===== src/rtl/spi_byte_master_if.sv =====
// Byte-offer handshake, receive strobe and SPI pins of spi_byte_master.
// The master modport is the design side; the slave modport is the user/board side.
interface spi_byte_master_if;
  logic       txReady;
  logic [7:0] tx;
  logic       oTxFull;
  logic       oBusy;
  logic       oRxReady;
  logic [7:0] oRx;
  logic       oSPIClk;
  logic       oSPIMOSI;
  logic       iSPIMISO;
  logic       oSPICS;

  modport master (
    input  txReady, tx, iSPIMISO,
    output oTxFull, oBusy, oRxReady, oRx, oSPIClk, oSPIMOSI, oSPICS
  );

  modport slave (
    output txReady, tx, iSPIMISO,
    input  oTxFull, oBusy, oRxReady, oRx, oSPIClk, oSPIMOSI, oSPICS
  );
endinterface


===== src/rtl/spi_byte_master.sv =====
// SPI mode-0 byte initiator, MSB first. A one-byte holding register lets the
// next byte queue up so multi-byte frames run back to back under one CS.
module spi_byte_master #(
  parameter int unsigned CLK_DIV = 4,
  parameter int unsigned CS_IDLE = 2
) (
  input  logic                  sysclk,
  input  logic                  reset,
  spi_byte_master_if.master     bus
);

  localparam logic [2:0] ST_IDLE  = 3'd0;
  localparam logic [2:0] ST_SETUP = 3'd1;
  localparam logic [2:0] ST_SHIFT = 3'd2;
  localparam logic [2:0] ST_END   = 3'd3;
  localparam logic [2:0] ST_GAP   = 3'd4;

  logic [2:0] state_q, state_d;
  logic [7:0] cnt_q, cnt_d;
  logic [2:0] bit_cnt_q, bit_cnt_d;
  logic [3:0] gap_cnt_q, gap_cnt_d;
  logic [7:0] hold_q, hold_d;
  logic       full_q, full_d;
  logic [7:0] tx_sh_q, tx_sh_d;
  logic [7:0] rx_sh_q, rx_sh_d;
  logic [7:0] rx_q, rx_d;
  logic       rx_rdy_q, rx_rdy_d;
  logic       sclk_q, sclk_d;
  logic       mosi_q, mosi_d;
  logic       cs_q, cs_d;
  logic       busy_q, busy_d;

  logic accept, run, tick, load;

  always_comb begin
    state_d   = state_q;
    bit_cnt_d = bit_cnt_q;
    gap_cnt_d = gap_cnt_q;
    hold_d    = hold_q;
    full_d    = full_q;
    tx_sh_d   = tx_sh_q;
    rx_sh_d   = rx_sh_q;
    rx_d      = rx_q;
    rx_rdy_d  = 1'b0;
    sclk_d    = sclk_q;
    mosi_d    = mosi_q;
    cs_d      = cs_q;
    busy_d    = busy_q;
    load      = 1'b0;

    accept = bus.txReady && !full_q;
    run    = (state_q != ST_IDLE);
    tick   = run && (cnt_q == 8'(CLK_DIV - 1));
    cnt_d  = (!run || tick) ? 8'd0 : cnt_q + 8'd1;

    case (state_q)
      ST_IDLE: begin
        if (full_q) begin
          load      = 1'b1;
          tx_sh_d   = hold_q;
          mosi_d    = hold_q[7];
          cs_d      = 1'b0;
          bit_cnt_d = 3'd0;
          state_d   = ST_SETUP;
        end
      end
      ST_SETUP: begin
        if (tick) begin
          sclk_d  = 1'b1;
          rx_sh_d = {rx_sh_q[6:0], bus.iSPIMISO};
          state_d = ST_SHIFT;
        end
      end
      ST_SHIFT: begin
        if (tick) begin
          if (!sclk_q) begin
            sclk_d  = 1'b1;
            rx_sh_d = {rx_sh_q[6:0], bus.iSPIMISO};
          end else begin
            sclk_d    = 1'b0;
            bit_cnt_d = bit_cnt_q + 3'd1;
            if (bit_cnt_q == 3'd7) begin
              rx_d     = rx_sh_q;
              rx_rdy_d = 1'b1;
              // A queued byte continues the frame with no CS gap; MOSI holds otherwise.
              if (full_q) begin
                load    = 1'b1;
                tx_sh_d = hold_q;
                mosi_d  = hold_q[7];
              end else begin
                state_d = ST_END;
              end
            end else begin
              mosi_d  = tx_sh_q[6];
              tx_sh_d = {tx_sh_q[6:0], 1'b0};
            end
          end
        end
      end
      ST_END: begin
        if (tick) begin
          cs_d      = 1'b1;
          gap_cnt_d = 4'd0;
          state_d   = ST_GAP;
        end
      end
      ST_GAP: begin
        if (tick) begin
          if (gap_cnt_q == 4'(CS_IDLE - 1)) begin
            state_d = ST_IDLE;
            if (!full_q) busy_d = 1'b0;
          end else begin
            gap_cnt_d = gap_cnt_q + 4'd1;
          end
        end
      end
      default: state_d = ST_IDLE;
    endcase

    // A new offer wins over a same-edge load, keeping the register full.
    if (accept) begin
      hold_d = bus.tx;
      full_d = 1'b1;
      busy_d = 1'b1;
    end else if (load) begin
      full_d = 1'b0;
    end
  end

  always_ff @(posedge sysclk or posedge reset) begin
    if (reset) begin
      state_q   <= ST_IDLE;
      cnt_q     <= 8'd0;
      bit_cnt_q <= 3'd0;
      gap_cnt_q <= 4'd0;
      hold_q    <= 8'd0;
      full_q    <= 1'b0;
      tx_sh_q   <= 8'd0;
      rx_sh_q   <= 8'd0;
      rx_q      <= 8'd0;
      rx_rdy_q  <= 1'b0;
      sclk_q    <= 1'b0;
      mosi_q    <= 1'b0;
      cs_q      <= 1'b1;
      busy_q    <= 1'b0;
    end else begin
      state_q   <= state_d;
      cnt_q     <= cnt_d;
      bit_cnt_q <= bit_cnt_d;
      gap_cnt_q <= gap_cnt_d;
      hold_q    <= hold_d;
      full_q    <= full_d;
      tx_sh_q   <= tx_sh_d;
      rx_sh_q   <= rx_sh_d;
      rx_q      <= rx_d;
      rx_rdy_q  <= rx_rdy_d;
      sclk_q    <= sclk_d;
      mosi_q    <= mosi_d;
      cs_q      <= cs_d;
      busy_q    <= busy_d;
    end
  end

  assign bus.oTxFull  = full_q;
  assign bus.oBusy    = busy_q;
  assign bus.oRxReady = rx_rdy_q;
  assign bus.oRx      = rx_q;
  assign bus.oSPIClk  = sclk_q;
  assign bus.oSPIMOSI = mosi_q;
  assign bus.oSPICS   = cs_q;

endmodule

===== src/flat_wrapper.sv =====
// flat-port wrapper written by rule: the top's interface ports become plain ports
module spi_byte_master_flat 
#(
  parameter int unsigned CLK_DIV = 4,
  parameter int unsigned CS_IDLE = 2
)
  (sysclk, reset, bus_txReady, bus_tx, bus_iSPIMISO, bus_oTxFull, bus_oBusy, bus_oRxReady, bus_oRx, bus_oSPIClk, bus_oSPIMOSI, bus_oSPICS);
  spi_byte_master_if bus_i ();
  input  logic sysclk;
  input  logic reset;
  input wire logic [$bits(bus_i.txReady)-1:0] bus_txReady;
  input wire logic [$bits(bus_i.tx)-1:0] bus_tx;
  input wire logic [$bits(bus_i.iSPIMISO)-1:0] bus_iSPIMISO;
  output wire logic [$bits(bus_i.oTxFull)-1:0] bus_oTxFull;
  output wire logic [$bits(bus_i.oBusy)-1:0] bus_oBusy;
  output wire logic [$bits(bus_i.oRxReady)-1:0] bus_oRxReady;
  output wire logic [$bits(bus_i.oRx)-1:0] bus_oRx;
  output wire logic [$bits(bus_i.oSPIClk)-1:0] bus_oSPIClk;
  output wire logic [$bits(bus_i.oSPIMOSI)-1:0] bus_oSPIMOSI;
  output wire logic [$bits(bus_i.oSPICS)-1:0] bus_oSPICS;
  assign bus_i.txReady = bus_txReady;
  assign bus_i.tx = bus_tx;
  assign bus_i.iSPIMISO = bus_iSPIMISO;
  assign bus_oTxFull = bus_i.oTxFull;
  assign bus_oBusy = bus_i.oBusy;
  assign bus_oRxReady = bus_i.oRxReady;
  assign bus_oRx = bus_i.oRx;
  assign bus_oSPIClk = bus_i.oSPIClk;
  assign bus_oSPIMOSI = bus_i.oSPIMOSI;
  assign bus_oSPICS = bus_i.oSPICS;
  spi_byte_master #(.CLK_DIV(CLK_DIV), .CS_IDLE(CS_IDLE)) u_core (.sysclk(sysclk), .reset(reset), .bus(bus_i));
endmodule

===== config.mk =====
export PLATFORM = sky130hd
export DESIGN_NAME = spi_byte_master_flat
export DESIGN_NICKNAME = d
export VERILOG_FILES = /design/src/rtl/spi_byte_master_if.sv /design/src/rtl/spi_byte_master.sv /design/src/flat_wrapper.sv
export SDC_FILE = /design/constraint.sdc
export NUM_CORES = 1
export LEC_CHECK = 0
export BUFFER_PORTS_ARGS = -buffer_cell sky130_fd_sc_hd__clkbuf_2
export CORE_MARGIN = 4
export CORE_UTILIZATION = 58
export CTS_CLUSTER_DIAMETER = 50
export DETAILED_ROUTE_END_ITERATION = 12
export GPL_TIMING_DRIVEN = 0
export MAX_ROUTING_LAYER = met4
export PLACE_DENSITY = 0.89
export SYNTH_ARGS = -nofsm -noshare
export SYNTH_HDL_FRONTEND = slang
export SYNTH_SLANG_ARGS = --single-unit

===== constraint.sdc =====
create_clock -name sysclk -period 2.55 [get_ports sysclk]
set_input_delay 0.6375 -clock sysclk [delete_from_list [all_inputs] [get_ports sysclk]]
set_output_delay 0.6375 -clock sysclk [all_outputs]
set_load 0.1 [all_outputs]

# Word-level counts from Yosys, hierarchy flattened
# Cells that the tools add are included.
# totals
in_bits,12
out_inout_bits,14
ff_bits,56
# classes
n_eq_ne,19
n_addsub,3
mux,55
n_reduce_logical,24
# op_table
op,n
2-to-1 mux 8 bit,8
2-to-1 mux 3 bit,12
case mux 8 bit (2 select lines),2
2-to-1 mux 1 bit,23
AND reduction 4 bit,5
"inequality test 2 x 1 -> 1 bit, second input constant",8
nonzero test 2 bit,8
case mux 3 bit (5 select lines),1
2-to-1 mux 4 bit,3
AND reduction 3 bit,3
AND reduction 9 bit,1
"adder 8 x 1 -> 8 bit, second input constant",1
"== test 8 x 2 -> 1 bit, second input constant",1
"inequality test 2 bit, second input constant",4
case mux 1 bit (2 select lines),4
case mux 4 bit (2 select lines),1
"== test 3 x 2 -> 1 bit, second input constant",2
"== test 3 bit, second input constant",2
case mux 3 bit (2 select lines),1
"adder 4 x 1 -> 4 bit, second input constant",1
"== test 4 x 1 -> 1 bit, second input constant",1
"adder 3 x 1 -> 3 bit, second input constant",1
"== test 3 x 1 -> 1 bit, second input constant",1
logical NOT 3 bit,1
4 further kinds,6

# Longest topological paths before layout
# Gate-level depths: netlist (run 1).
# logic_depth
word_depth,7
mapped_depth,7

# Worst setup path before layout (run 1)
# No wires, ideal clock.
# synth_timing
path_type,register to register
start,register u_core.sclk_q (netlist: u_core.bus.oSPIClk)
end,register u_core.rx_q[0] (netlist: u_core.bus.oRx[0])
path_stages_with_launch,4
arrival_ps,1920
n_path_buf,0
required_ps,2425
setup_time_ps,125
setup_slack_ps,504
path_cell_list,dfrtp_1 nand4_1 nor2_2 mux2_2
# synth_via
elab_chain_len,1
# synth_rtl
item,line_no,source
from (decl),spi_byte_master.sv:28,"logic sclk_q, sclk_d;"
from (signal assigned),spi_byte_master.sv:157,sclk_q <= sclk_d;
AND reduction 4 bit (no source line),-,
to (signal assigned),spi_byte_master.sv:155,rx_q <= rx_d;
to (decl),spi_byte_master.sv:26,"logic [7:0] rx_q, rx_d;"
# No other way between the ends.
# A chain may end at the register's enable or synchronous reset.

# Worst setup path in the final report (run 1)
# layout_timing
start,register u_core.cnt_q[0]
end,register u_core.rx_sh_q[0]
# layout_via
elab_chain_len,4
# layout_rtl
item,line_no,source
from (decl),spi_byte_master.sv:19,"logic [7:0] cnt_q, cnt_d;"
from (signal assigned),spi_byte_master.sv:148,cnt_q <= cnt_d;
== test 8 x 2 -> 1 bit *,spi_byte_master.sv:53,tick = run && (cnt_q == 8'(CLK_DIV - 1));
logical AND 1 bit *,spi_byte_master.sv:53,
inequality test 2 x 1 -> 1 bit (no source line),-,
AND reduction 4 bit (no source line) *,-,
to (signal assigned),spi_byte_master.sv:154,rx_sh_q <= rx_sh_d;
to (decl),spi_byte_master.sv:25,"logic [7:0] rx_sh_q, rx_sh_d;"
# Every way passes the cells marked *; elsewhere a longest branch is shown, timed or not.

==> results of run 1 <==
==> area by class of cell <==
class                      instances  area [um^2]
clock buffer                       6         72.6
inverter                           8         30.0
tap                               52         65.1
fill                             335         1460
clock inverter                     2         12.5
sequential                        55         1380
buffer                             9         57.6
multi-input combinational        148         1160
timing repair buffer              26          145
==> power groups by stage <==
stage	combinational [mW]	clock [mW]	sequential, mW
after global placement	1.18	0	1.33
after CTS	1.23	0.476	1.33
final	1.23	0.465	1.33
after global routing	1.35	0.508	1.37
after detailed placement	1.22	0	1.35
after floorplan	0.839	0	1.48
==> cells in the mapped netlist (all sizes together) <==
cell     instances
xnor2            2
and2             1
o21ai            7
mux2            24
or3b             2
xor2             5
nand4            2
a21oi            8
a21boi           1
nor3b            3
o41ai            3
mux2i           11
clkbuf           4
buf              5
ha               5
nor2            17
nand2b           8
a221oi           1
and3b            1
a21o             1
nor2b            4
or4              1
a2bb2oi          7
a31oi            3
a41oi            1
dfstp            1
o31ai            1
o2bb2ai          1
inv              8
nand2           11
or3              1
nor3             2
dfrtp           54
nand3           10
nor4             1
and3             2
and4             1
==> path summary, 6_finish.rpt <==
kind	end	start	slack, ns
setup / recovery	u_core.rx_sh_q[0]	u_core.cnt_q[0]	0.46
hold / removal	u_core.state_q[1]	reset	0.35
setup reg to reg	u_core.rx_sh_q[0]	u_core.cnt_q[0]	0.46
hold reg to reg	u_core.bus.oSPICS	u_core.bus.oSPICS	0.49
max in group asynchronous	u_core.cnt_q[2]	reset	1.65
min in group sysclk	u_core.bus.oSPICS	u_core.bus.oSPICS	0.49
==> worst reg2reg max path, stage by stage, from the launching register on <==
cell,delay (ns)
dfrtp_1,0.41
ha_1,0.29
nor3b_4,0.31
nand2_2,0.09
or3_1,0.39
buf_4,0.20
mux2_4,0.31
==> metal layers <==
layer	track usage	share of wire	wire length, um
met1	0.254	0.45	2150
met2	0.304	0.51	2400
met3	0.0356	0.027	127
met4	0.0466	0.013	61
met5	-	0	0
==> state kept, by name, summed over array words and instances, names as in the netlist <==
name,cells
u_core.bus.oSPIClk,1
u_core.gap_cnt_q,4
u_core.bus.oTxFull,1
u_core.bus.oRxReady,1
u_core.bit_cnt_q,3
u_core.cnt_q,8
u_core.tx_sh_q,7
u_core.bus.oRx,8
u_core.bus.oBusy,1
u_core.bus.oSPICS,1
u_core.rx_sh_q,8
u_core.state_q,3
u_core.hold_q,8
u_core.bus.oSPIMOSI,1
==> logic make-up (layout without fill, tap and decap cells) <==
kind of cell               after synthesis  after routing  synth area share
and+or+nand+nor                         67             67             0.149
AOI/OAI and AO/OA                       34             34            0.0900
DFF                                     55             55             0.524
buffers and inverters                   17             51            0.0333
muxes                                   35             35             0.156
xor gates and xnor gates                 7              7            0.0233
adders and majority gates                5              5            0.0238
==> results.cfg, run 1 <==
[setup_path]
critPathLaunchType = flop
crit_path_max_incr_delay_ns = 0.41
path_buf_inv = 1
path_delay_family = simple AND/OR/NAND/NOR gates
rr_worst_depth = 6
end_kind = flop
required_ns = 2.74
crit_type = flop to flop
timing.critical_path.cells = ha_1, nor3b_4, nand2_2, or3_1, buf_4, mux2_4
cp_max_fo = 8
slowest_stage = dfrtp_1
cp.depth = 6
arrival_ns = 2.29

[drt]
routedWlPerCell_um = 15.5
first_pass_iters = 4
antenna_left = 0
vias = 1756
first_iter_violations = 126
wirelength_mm = 4.74
drc_errors = 0
via_per_inst = 5.74

[final_layout]
area_delta_synth_final_pct = 11.2
stdcell_count = 306
layout-drive-gt1-share = 0.291
nets = 270
utilization = 0.667
antenna_cells = 0
final_common_cell = dfrtp_1
layout_common_cells = 54 x dfrtp_1, 25 x clkbuf_2, 16 x mux2_2
fin_area_mm2 = 0.00292

[power]
combPwrFrac = 0.405
p_sw_mw = 1.17
p_leak_nw = 1.36
total_power_mw = 3.03
seq_power_share = 0.441
power.density_mw_per_mm2 = 1030
clkPwrFrac = 0.154
switching_share = 0.387
peakVddDrop_v = 0.000535
intPower_mw = 1.85

[sta]
finalSetupViolCount = 0
fin_crit_ns = 2.09
clock.fmax_ghz = 0.477
clock_skew_ns = 0.00870
finalSetupTns_ns = 0
fin_crit_sh = 0.822
finalMaxSlewViolations = 0
max_slew_margin = 0.575
worstMarginPinSlew_ns = 0.637
rsz0062_at_grt = no
holdWs_ns = 0.351
hold_violations = 0
postLayoutSetupSlackWorst_ns = 0.455

[cts]
clockRootBuffer = clkbuf_8
htree_num_levels = 2
clock_sinks = 55
cts_tree = built
ctsResizeCount = 0
postCtsSetupBuffers = 0
cts_hold_buf = 0
cts_buffer_depth = 2
numCtsBuffers = 5
clk_latency_ns = 0.31
clk_pin_slew_ns = 0.10

[logic_synthesis]
synth.cell_area_mm2 = 0.00263
yosys_warnings = 0
synthCells = 220
yosysSeqAreaShare = 0.524
synth_area_leaders = dfrtp_1 51%, mux2_2 6.9%, mux2_4 4.6%
yosys_register_bits = 55
syn-num-nets = 237
synth_area_per_cell_um2 = 11.9
synth_top_area_cell = dfrtp_1
post_synth_num_cell_types = 45
synth_top_area_frac = 0.514

[floorplan]
initial_core_util = 0.600
io_pins = 26
rows = 24
die_y_um = 75.3
fp.dieW_um = 75.3
core_mm2 = 0.00438
die_area_mm2 = 0.00567

[min_path]
min_path_type = input pin to asynchronous set/reset pin

[placed_design]
preCtsSetupSlack_ns = 0.505
dpl_cell_area_mm2 = 0.00284
io_buffers = 25
dp.final_hpwl_mm = 3.41
gp_congestion = 0.846
dpl.cell_count = 298

[global_route]
overflow = 0
grt_usage = 0.190
grt_max_degree = 31
grt_pass1_wl_mm = 7.99
antenna_found_initial = 0
grt_pass1_vias = 1706

[outcome]
outcome = completed

[job]
drv_cap = 0
(Power assumes the default switching activity.)
==> inputs of run 2 (changes only) <==
==> constraint.sdc (replaced) <==
create_clock -name sysclk -period 2.02 [get_ports sysclk]
set_input_delay 0.505 -clock sysclk [delete_from_list [all_inputs] [get_ports sysclk]]
set_output_delay 0.505 -clock sysclk [all_outputs]
set_load 0.1 [all_outputs]
==> run 2 against run 1 <==
  * Routed wire length is 2.7% higher
  * Non-clock buffer count rose by 7
  * Sequential power is 28% higher
  * Sequential cell count is the same
  * Total power is 31% higher
  * Via count up 2.4%
  * Critical endpoint is now u_core.rx_sh_q[6]
  * Hold slack worse by 0.14 ns
  * Fmax increased by 7.1%
  * Global-route usage grew 0.53 points
  * Register-to-register slack lost 0.39 ns
==> results.cfg, run 2 (synthesized netlist as in run 1, its figures left out) <==
[outcome]
outcome = completed

[final_layout]
layout_common_cells = 52 x dfrtp_1, 25 x clkbuf_2, 16 x mux2_2
antenna_cells = 0
nets = 277
layout-drive-gt1-share = 0.331
stdcell_count = 312
final_common_cell = dfrtp_1
fin_area_mm2 = 0.00301
area_delta_synth_final_pct = 14.4

[job]
drv_cap = 0

[global_route]
grt_use_met1 = 0.243
grt_busiest_layer = met2
grt_use_met3 = 0.0422
grt_usage = 0.196
grt_pass1_vias = 1769
grt_util_met2 = 0.308
grt_pass1_wl_mm = 8.11
antenna_found_initial = 0
overflow = 0
grt_max_degree = 31

[floorplan]
fp.dieW_um = 75.3
io_pins = 26
rows = 24
die_y_um = 75.3
initial_core_util = 0.600
core_mm2 = 0.00438
die_area_mm2 = 0.00567

[setup_path]
critPathLaunchType = flop
cp_max_fo = 8
ff2ff_setup_slack_ns = 0.06
crit_type = flop to flop
arrival_ns = 2.15
end_kind = flop
required_ns = 2.22

[sta]
clock_skew_ns = 0.00818
postLayoutSetupSlackWorst_ns = 0.0639
finalSetupViolCount = 0
max_slew_margin = 0.592
finalSetupTns_ns = 0
fin_crit_sh = 0.968
finalMaxSlewViolations = 0
hold_violations = 0
clock.fmax_ghz = 0.511
fin_crit_ns = 1.96
worstMarginPinSlew_ns = 0.611

[cts]
cts_tree = built
cts_buffer_depth = 2
clk_pin_slew_ns = 0.10
clk_latency_ns = 0.31
clockRootBuffer = clkbuf_8
clock_sinks = 55
cts_hold_buf = 0
htree_num_levels = 2
numCtsBuffers = 5

[drt]
vias = 1799
wirelength_mm = 4.87
drc_errors = 0
routedWlPerCell_um = 15.6
antenna_left = 0
via_per_inst = 5.77
first_pass_iters = 4
first_iter_violations = 108

[power]
p_leak_nw = 1.40
power.density_mw_per_mm2 = 1320
total_power_mw = 3.96
peakVddDrop_v = 0.000652

[placed_design]
preCtsSetupSlack_ns = -0.0483
gp_congestion = 0.841
io_buffers = 25
dp.final_hpwl_mm = 3.29
dpl_cell_area_mm2 = 0.00284
dpl.cell_count = 298

[min_path]
min_path_type = input pin to asynchronous set/reset pin
-- run 2: cell count changes in the layout (fill, tap and decap cells not counted), sizes merged --
cell / before / now
buf: 6 / 13
clkinvlp: 1 / 0
-- run 2: area by class of cell --
type	count	area, um^2
Multi-Input combinational cell	148	1190
Clock buffer	6	82.6
Fill cell	308	1380
Tap cell	52	65.1
Buffer	9	57.6
Sequential cell	55	1380
Clock inverter	1	5.00
Inverter	8	30.0
Timing Repair Buffer	33	198
-- run 2: what timing repair did --
action,in CTS,in global routing
pin swaps,0,2
endpoints found under the setup margin,17,24
buffers inserted,1,6
gates resized for setup,2,4
-- run 2: layer usage --
layer	part of all wire	vias to the layer above	routed length [um]
met4	0.015	0	72
met5	0	-	0
met1	0.45	902	2200
met3	0.038	6	186
li1	-	857	-
met2	0.50	34	2410
-- run 2: final timing paths --
| kind | start | end | depth (start not counted) |
|---|---|---|---|
| worst max-delay path | u_core.cnt_q[7] | u_core.rx_sh_q[6] | 5 |
| worst min-delay path | reset | u_core.state_q[1] | 2 |
| worst max register to register | u_core.cnt_q[7] | u_core.rx_sh_q[6] | 5 |
| worst min register to register | u_core.bus.oSPICS | u_core.bus.oSPICS | 2 |
| max in group asynchronous | reset | u_core.bus.oSPIClk | 3 |
| min in group sysclk | bus_tx[2] | u_core.hold_q[2] | 2 |
-- run 2: critical path, stage by stage (launching register included) --
cell     delay (ns)
dfrtp_1        0.43
nor4_4         0.43
nand2_2        0.10
or3_1          0.37
buf_4          0.20
mux2_4         0.31
-- run 2: power by group --
group / switching, mW / total (mW) / internal, mW
Clock: 0.346 / 0.616 / 0.270
Sequential: 0.264 / 1.70 / 1.43
Combinational: 0.911 / 1.65 / 0.740
-- run 2: stage by stage --
stage / hold slack (ns) / utilization
final: 0.212 / 0.686
after global routing: 0.249 / 0.686
after CTS: 0.232 / 0.671
after detailed placement: 0.476 / 0.648
after global placement: 0.462 / 0.643
after floorplan: 0.440 / -
